### src/rtl/fifo_wr_arb_if.sv
// fifo_wr_arb_if: requester-side and FIFO write-port signals shared by the write arbiter
interface fifo_wr_arb_if #(
    parameter int NREQ  = 4,
    parameter int WIDTH = 8
);
    logic [NREQ-1:0]         req;
    logic [NREQ*WIDTH-1:0]   req_data;
    logic                    fifo_full;
    logic                    fifo_wr_en;
    logic [WIDTH-1:0]        fifo_wr_data;
    logic [NREQ-1:0]         gnt;
    logic [NREQ-1:0]         ack;
    logic                    busy;
    logic [$clog2(NREQ)-1:0] owner;
    modport master (
        input  req, req_data, fifo_full,
        output fifo_wr_en, fifo_wr_data, gnt, ack, busy, owner
    );
    modport slave (
        output req, req_data, fifo_full,
        input  fifo_wr_en, fifo_wr_data, gnt, ack, busy, owner
    );
endinterface

### src/rtl/fifo_wr_arb.sv
// fifo_wr_arb: round-robin burst arbiter sharing one FIFO write port among NREQ requesters
module fifo_wr_arb #(
    parameter int NREQ      = 4,
    parameter int WIDTH     = 8,
    parameter int MAX_BURST = 4
) (
    input logic          wr_clk,
    input logic          wr_rst,
    fifo_wr_arb_if.master bus
);
    localparam int OW = $clog2(NREQ);
    localparam int BW = $clog2(MAX_BURST) + 1;

    typedef enum logic {IDLE, BURST} state_t;

    state_t        state_q, state_d;
    logic [OW-1:0] owner_q, owner_d, rr_q, rr_d, pick;
    logic [BW-1:0] beat_q, beat_d;
    logic          w, rel;

    function automatic logic [OW-1:0] wrap_add(input logic [OW-1:0] a, input int b);
        int s = int'(a) + b;
        return OW'(s >= NREQ ? s - NREQ : s);
    endfunction

    always_ff @(posedge wr_clk or posedge wr_rst) begin
        if (wr_rst) begin
            state_q <= IDLE;
            owner_q <= '0;
            rr_q    <= '0;
            beat_q  <= '0;
        end else begin
            state_q <= state_d;
            owner_q <= owner_d;
            rr_q    <= rr_d;
            beat_q  <= beat_d;
        end
    end

    always_comb begin
        w   = state_q == BURST && bus.req[owner_q] && !bus.fifo_full;
        rel = state_q == BURST && (!bus.req[owner_q] || (w && beat_q == BW'(MAX_BURST - 1)));
        pick = rr_q;
        // Descending scan so the smallest offset from rr_q wins
        for (int k = NREQ - 1; k >= 0; k--)
            if (bus.req[wrap_add(rr_q, k)]) pick = wrap_add(rr_q, k);
        state_d = state_q;
        owner_d = owner_q;
        rr_d    = rr_q;
        beat_d  = beat_q;
        if (state_q == IDLE && |bus.req) begin
            state_d = BURST;
            owner_d = pick;
            beat_d  = '0;
        end else if (rel) begin
            state_d = IDLE;
            owner_d = '0;
            rr_d    = wrap_add(owner_q, 1);
            beat_d  = '0;
        end else if (w) begin
            beat_d = beat_q + 1'b1;
        end
    end

    always_comb begin
        bus.busy         = state_q == BURST;
        bus.owner        = owner_q;
        bus.gnt          = bus.busy ? NREQ'(1) << owner_q : '0;
        bus.ack          = w ? bus.gnt : '0;
        bus.fifo_wr_en   = w;
        bus.fifo_wr_data = bus.busy ? bus.req_data[owner_q*WIDTH +: WIDTH] : '0;
    end
endmodule
### src/flat_wrapper.sv
// flat-port wrapper written by rule: the top's interface ports become plain ports
module fifo_wr_arb_flat 
#(
    parameter int NREQ      = 4,
    parameter int WIDTH     = 8,
    parameter int MAX_BURST = 4
)
  (wr_clk, wr_rst, bus_req, bus_req_data, bus_fifo_full, bus_fifo_wr_en, bus_fifo_wr_data, bus_gnt, bus_ack, bus_busy, bus_owner);
  fifo_wr_arb_if #(.NREQ(NREQ), .WIDTH(WIDTH)) bus_i ();
  input logic wr_clk;
  input logic wr_rst;
  input wire logic [$bits(bus_i.req)-1:0] bus_req;
  input wire logic [$bits(bus_i.req_data)-1:0] bus_req_data;
  input wire logic [$bits(bus_i.fifo_full)-1:0] bus_fifo_full;
  output wire logic [$bits(bus_i.fifo_wr_en)-1:0] bus_fifo_wr_en;
  output wire logic [$bits(bus_i.fifo_wr_data)-1:0] bus_fifo_wr_data;
  output wire logic [$bits(bus_i.gnt)-1:0] bus_gnt;
  output wire logic [$bits(bus_i.ack)-1:0] bus_ack;
  output wire logic [$bits(bus_i.busy)-1:0] bus_busy;
  output wire logic [$bits(bus_i.owner)-1:0] bus_owner;
  assign bus_i.req = bus_req;
  assign bus_i.req_data = bus_req_data;
  assign bus_i.fifo_full = bus_fifo_full;
  assign bus_fifo_wr_en = bus_i.fifo_wr_en;
  assign bus_fifo_wr_data = bus_i.fifo_wr_data;
  assign bus_gnt = bus_i.gnt;
  assign bus_ack = bus_i.ack;
  assign bus_busy = bus_i.busy;
  assign bus_owner = bus_i.owner;
  fifo_wr_arb #(.NREQ(NREQ), .WIDTH(WIDTH), .MAX_BURST(MAX_BURST)) u_core (.wr_clk(wr_clk), .wr_rst(wr_rst), .bus(bus_i));
endmodule
### config.mk
export PLATFORM = sky130hd
export DESIGN_NAME = fifo_wr_arb_flat
export DESIGN_NICKNAME = d
export VERILOG_FILES = /design/src/rtl/fifo_wr_arb_if.sv /design/src/rtl/fifo_wr_arb.sv /design/src/flat_wrapper.sv
export SDC_FILE = /design/constraint.sdc
export NUM_CORES = 1
export LEC_CHECK = 0
export CORE_ASPECT_RATIO = 1.5
export CORE_UTILIZATION = 31
export DETAILED_ROUTE_END_ITERATION = 12
export PLACE_DENSITY = 0.84
export SYNTH_ARGS = -nofsm -noshare
export SYNTH_HDL_FRONTEND = slang
export SYNTH_SLANG_ARGS = --single-unit
### constraint.sdc
create_clock -name wr_clk -period 1.76 [get_ports wr_clk]
set_input_delay 0.352 -clock wr_clk [delete_from_list [all_inputs] [get_ports wr_clk]]
set_output_delay 0.352 -clock wr_clk [all_outputs]
set_load 0.02 [all_outputs]
==> results of run 1 <==
==> timing repair <==
action / CTS / global route
buffers inserted: 4 / 1
endpoints found under the hold margin: 0 / 0
resized for setup: 98 / 6
endpoints found under the setup margin: 25 / 20
pin swaps: 2 / 0
cloned: 0 / 0
==> cells by family after synthesis <==
kind of cell | share of synthesized area, %
AO/OA/AOI/OAI | 9.26
XOR/XNOR | 1.06
adder cells (fa/ha/maj) | 9.10
buffers and inverters | 4.70
flip-flops | 24.3
multiplexers | 27.2
AND/OR/NAND/NOR | 24.4
==> final timing paths <==
| path | to | cells past startpoint |
|---|---|---|
| worst max-delay path | bus_ack[3] | 5 |
| worst min-delay path | u_core.rr_q[1]$_DFFE_PP0P_ | 2 |
| worst max register to register | u_core.rr_q[1]$_DFFE_PP0P_ | 4 |
| min in group wr_clk | u_core.beat_q[0]$_DFFE_PP0P_ | 2 |
| worst min register to register | u_core.beat_q[0]$_DFFE_PP0P_ | 2 |
| max in group asynchronous | u_core.bus.owner[1]$_DFFE_PP0P_ | 2 |
==> metal layers <==
metal | wire, µm | part of all wire, % | vias to the layer above
li1 | - | - | 447
met5 | 0 | 0 | -
met3 | 311 | 11 | 2
met1 | 887 | 32 | 444
met4 | 16 | 0.57 | 0
met2 | 1590 | 57 | 49
==> through the flow <==
stage               utilization (%)  total power, µW  setup slack, ns  hold slack, ns  std cells
finish                         65.4             2110           -0.353           0.338        183
global route                   65.4             2250           -0.414           0.369        183
CTS                            64.4             2080           -0.379           0.337        182
detailed placement             62.3             1890           -0.830           0.550        175
global placement               62.3             1840           -0.741           0.509        175
floorplan                         -             1200           -0.166           0.168         81
==> Yosys cell counts <==
master / n / share of area, %
buf_4: 1 / 0.91
nor4_1: 1 / 0.76
a21oi_1: 5 / 3.0
ha_1: 6 / 9.1
nor3_1: 1 / 0.61
dfrtp_1: 8 / 24
mux2i_1: 1 / 1.2
xnor2_1: 1 / 1.1
nor2_1: 6 / 2.7
mux4_2: 9 / 25
clkbuf_1: 1 / 0.45
nand3_1: 1 / 0.61
nand2b_1: 3 / 2.3
o21bai_1: 1 / 0.91
nor3b_4: 1 / 2.3
o22ai_1: 2 / 1.5
a211oi_1: 1 / 0.91
or2_2: 1 / 0.76
inv_1: 6 / 2.7
o21ai_0: 3 / 1.8
and2_1: 16 / 12
buf_2: 1 / 0.61
a21oi_2: 1 / 1.1
mux2_1: 1 / 1.4
nor2b_1: 3 / 2.3
==> state kept, by name, indices dropped and copies added, names as in the netlist <==
signal            flops
u_core.bus.busy       1
u_core.beat_q         3
u_core.rr_q           2
u_core.bus.owner      2
==> report_power, final <==
part	internal, µW	switching [µW]	total (µW)
Clock	86.5	58.5	145
Sequential	262	72.2	334
Combinational	867	766	1630
Total	1220	897	2110
==> layout make-up <==
type / count / area [µm²] / area share, %
Timing Repair Buffer: 77 / 702 / 43.4
Inverter: 6 / 25.0 / 1.55
Tap cell: 24 / 30.0 / 1.85
Clock buffer: 4 / 26.3 / 1.62
Sequential cell: 8 / 203 / 12.5
Multi-Input combinational cell: 64 / 633 / 39.1
==> flow_metrics.py, run 1 <==
metrics = {
    "routing": {
        "drt_iter0_drc": 29,
        "ant_nets": 0,
        "drc": 12,
        "wl_per_cell_um": 15.4,
        "routed_via_density": 5.15,
        "first_pass_iters": 9,
        "vias": 942,
        "wl_mm": 2.81,
    },
    "yosys": {
        "synth_cell_types": 25,
        "syn_nets": 126,
        "yosysWarnings": 0,
        "netlist_instances": 81,
        "yosysSeqAreaShare_pct": 24.3,
        "syn_area_per_cell_um2": 10.2,
        "netlist_area_um2": 825,
        "synth-seq-cells": 8,
    },
    "critical_path": {
        "critPathKind": "flop to output port",
        "reg2reg_from": "u_core.bus.owner[0]$_DFFE_PP0P_",
        "crit_slowest_cell": "mux4_2",
        "crit_path_start": "u_core.bus.owner[0]$_DFFE_PP0P_",
        "critPathMaxStageDelay_ns": 0.54,
        "path_cells": "mux4_2 -> nor3b_4 -> buf_4 -> and2_4 -> buf_6",
        "r2r_slack_ns": 0.03,
        "cp_top_family": "multiplexers",
        "endpoint_kind": "output port",
        "cp-start-kind": "flop",
        "arrival_ns": 1.76,
        "crit_buf_inv": 2,
        "crit_path_max_fanout": 4,
        "cp_data_required_time_ns": 1.41,
    },
    "global_route": {
        "grt_use_met1_pct": 18.4,
        "grt_pass1_vias": 937,
        "grt_overflow_total": 0,
        "antenna_found_initial": 0,
        "grt-busiest-layer": "met2",
        "met3_usage_pct": 3.30,
        "grt_use_met2_pct": 38.8,
        "grtUsageTotal_pct": 19.4,
        "grt_max_degree": 15,
        "grt_pass1_wl_mm": 4.13,
    },
    "sta": {
        "final_hold_viol_count": 0,
        "post-route-min-period_ns": 2.11,
        "drv_slew": 0,
        "fmax_mhz": 473,
        "skew_ns": 0.00327,
        "rsz0062_at_grt": "true",
        "setup_tns_ns": -3.46,
        "fin_ws_ns": -0.353,
        "setup_viol": 16,
        "slew_headroom_pct": 71.3,
        "period_share_pct": 120,
        "tightest_slew_ns": 0.427,
    },
    "floorplan": {
        "start_util_pct": 33.3,
        "die-area_um2": 2870,
        "die-width_um": 44.1,
        "coreArea_um2": 2480,
        "die_y_um": 65.2,
        "pin_count": 59,
        "num_rows": 22,
    },
    "clocking": {
        "cts_buffers": 3,
        "clkSlewWorstSetupHoldPaths_ns": 0.05,
        "cts-hold-fix-buffers": 0,
        "cts_sinks": 8,
        "cts_tree": "yes",
        "h-tree-depth": 1,
        "cts_root_buffer": "clkbuf_4",
        "insertion_delay_ns": 0.25,
        "cts.path.max_buffers": 2,
    },
    "layout": {
        "final_common_cell": "clkdlybuf4s50_1",
        "fin_area_um2": 1620,
        "antenna-diode-count": 0,
        "drive_above_1_share_pct": 40.3,
        "area_growth_pct": 96.4,
        "finalNetCount": 205,
        "final_cell_mix": "34 x clkdlybuf4s50_1, 15 x buf_4, 10 x and2_1, 10 x buf_6",
        "n_fill_cell": 181,
    },
    "power": {
        "p_leak_uw": 0.000726,
        "ir_worst_vdd_v": 0.000603,
        "pwr_density_cell_nw_per_um2": 1300,
    },
    "placed_design": {
        "portBuffers": 58,
        "place_area_um2": 1540,
        "dp_hpwl_mm": 2.23,
        "gp_congestion": 0.853,
    },
    "min_path": {
        "min_path_type": "input port to asynchronous set/reset pin",
    },
    "outcome": {
        "outcome": "finished with violations",
        "violations": "design-rule violations, negative setup slack",
    },
    "flow_run": {
        "drv_cap": 0,
    },
}
No activity file was read; power rests on OpenSTA's default activity.
==> run 2, diff against run 1 <==
--- a/config.mk
+++ b/config.mk
@@ -6,6 +6,7 @@
 export NUM_CORES = 1
 export LEC_CHECK = 0
 export CORE_ASPECT_RATIO = 1.5
+export CORE_MARGIN = 4
 export CORE_UTILIZATION = 31
 export DETAILED_ROUTE_END_ITERATION = 12
 export PLACE_DENSITY = 0.84
==> flow_metrics.py, run 2 (synthesized netlist as in run 1, its figures left out) <==
metrics = {
    "outcome": {
        "outcome": "finished with violations",
        "violations": "negative setup slack",
    },
    "sta": {
        "tightest_slew_ns": 0.409,
        "skew_ns": 0.00753,
        "setup_viol": 17,
        "post-route-min-period_ns": 2.11,
        "final_hold_viol_count": 0,
        "rsz0062_at_grt": "true",
        "fin_ws_ns": -0.352,
        "slew_headroom_pct": 72.5,
        "fmax_mhz": 474,
        "drv_slew": 0,
        "period_share_pct": 120,
    },
    "layout": {
        "final_common_cell": "clkdlybuf4s50_1",
        "finalNetCount": 205,
        "final_cells": 195,
        "area_growth_pct": 107,
        "n_fill_cell": 165,
        "largest_register_ffs": 3,
        "final_cell_mix": "34 x clkdlybuf4s50_1, 21 x buf_4, 10 x and2_4",
        "drive_above_1_share_pct": 44.0,
        "top_register": "u_core.beat_q",
        "antenna-diode-count": 0,
        "fin_area_um2": 1700,
    },
    "critical_path": {
        "crit_slowest_cell": "mux4_2",
        "critPathMaxStageDelay_ns": 0.54,
        "crit_buf_inv": 2,
        "critPathKind": "flop to output port",
        "crit_path_max_fanout": 5,
        "cp_data_required_time_ns": 1.41,
        "arrival_ns": 1.76,
        "reg2reg_from": "u_core.bus.owner[0]$_DFFE_PP0P_",
        "cp-start-kind": "flop",
        "endpoint_kind": "output port",
        "cp_top_family": "multiplexers",
        "path_cells": "mux4_2 -> nor3b_4 -> buf_4 -> and2_4 -> buf_6",
        "rr_endpoint": "u_core.beat_q[1]$_DFFE_PP0P_",
        "ff2ff_path_depth": 6,
        "r2r_slack_ns": 0.03,
    },
    "placed_design": {
        "place_area_um2": 1560,
        "gp_congestion": 0.768,
        "portBuffers": 58,
        "dp.cells": 187,
        "pre_cts_slack_ns": -0.812,
        "dp_hpwl_mm": 2.38,
    },
    "routing": {
        "dr_wl_met2_mm": 1.68,
        "drt_iter0_drc": 11,
        "vias": 952,
        "ant_nets": 0,
        "wl_mm": 3.20,
        "wl_per_cell_um": 16.4,
        "wl_met1_mm": 1.18,
        "maxUsedRoutingLayer": "met4",
        "first_pass_iters": 4,
        "routed_via_density": 4.88,
        "wl_met3_um": 301,
        "drc": 0,
    },
    "global_route": {
        "grt_max_degree": 15,
        "grt_pass1_wl_mm": 4.73,
        "grt_overflow_total": 0,
        "antenna_found_initial": 0,
        "grt_pass1_vias": 985,
        "grtUsageTotal_pct": 17.3,
    },
    "power": {
        "intPower_uw": 1330,
        "p_sw_uw": 975,
        "combPwrFrac_pct": 79.0,
        "pwr-share-seq_pct": 14.4,
        "ir_worst_vdd_v": 0.000769,
        "power.share.switching_pct": 42.3,
        "fin_total_pwr_uw": 2310,
        "p_leak_uw": 0.000742,
        "p_clk_share_pct": 6.7,
        "pwr_density_cell_nw_per_um2": 1350,
    },
    "floorplan": {
        "coreArea_um2": 2500,
        "die-area_um2": 3570,
        "num_rows": 22,
        "die_y_um": 71.2,
        "start_util_pct": 32.9,
        "pin_count": 59,
        "die-width_um": 50.1,
    },
    "clocking": {
        "cts_sinks": 8,
        "cts.path.max_buffers": 2,
        "insertion_delay_ns": 0.26,
        "cts_tree": "yes",
        "cts-hold-fix-buffers": 0,
        "h-tree-depth": 1,
        "cts_buffers": 3,
        "clkSlewWorstSetupHoldPaths_ns": 0.06,
        "cts_root_buffer": "clkbuf_4",
    },
    "flow_run": {
        "drv_cap": 0,
    },
    "min_path": {
        "min_path_type": "input port to asynchronous set/reset pin",
    },
}
run 2: power by group through the flow:
stage          logic (µW)  registers, µW  clock network [µW]
2_1_floorplan         838            361                   0
3_3_place_gp         1540            318                   0
3_5_place_dp         1570            325                   0
4_1_cts              1610            329                 160
5_1_grt              1940            342                 169
6_report             1820            331                 154
run 2: final cells by class:
| class | instances | area (µm²) | area share (%) |
|---|---|---|---|
| sequential | 8 | 203 | 11.9 |
| multi-input combinational | 64 | 684 | 40.2 |
| tap | 36 | 45.0 | 2.65 |
| inverter | 6 | 27.5 | 1.62 |
| clock buffer | 4 | 26.3 | 1.54 |
| timing repair buffer | 77 | 717 | 42.1 |
run 2: repair_timing:
action / 4_1_cts / 5_1_grt
setup buffers: 2 / 2
pin swaps: 0 / 2
gates resized for setup: 95 / 23
endpoints found under the setup margin: 25 / 21
run 2: how the worst max path moves through the flow:
stage,from,end,slack [ns],depth (start not counted)
floorplan,u_core.bus.owner[1]$_DFFE_PP0P_,bus_ack[0],-0.17,4
detailed placement,bus_req[3],bus_ack[2],-0.81,5
finish,u_core.bus.owner[0]$_DFFE_PP0P_,bus_ack[1],-0.35,5
global placement,bus_req[1],bus_ack[0],-0.76,5
CTS,u_core.bus.owner[0]$_DFFE_PP0P_,bus_ack[1],-0.40,5
global route,u_core.bus.owner[0]$_DFFE_PP0P_,bus_ack[1],-0.41,5
run 2: through the flow:
| step | setup TNS [ns] | hold slack (ns) | utilization [%] |
|---|---|---|---|
| after global routing | -5.88 | 0.377 | 68.0 |
| final | -4.70 | 0.354 | 68.0 |
| after CTS | -3.70 | 0.341 | 63.8 |
| after detailed placement | -11.10 | 0.544 | 62.2 |
| after global placement | -10.39 | 0.509 | 62.2 |
| after floorplan | -1.22 | 0.168 | - |
run 2: layer usage:
layer / vias to the layer above / GRT usage, %
li1: 445 / -
met1: 450 / 19.1
met2: 53 / 30.5
met3: 4 / 4.21
met4: 0 / 7.69
met5: - / 0
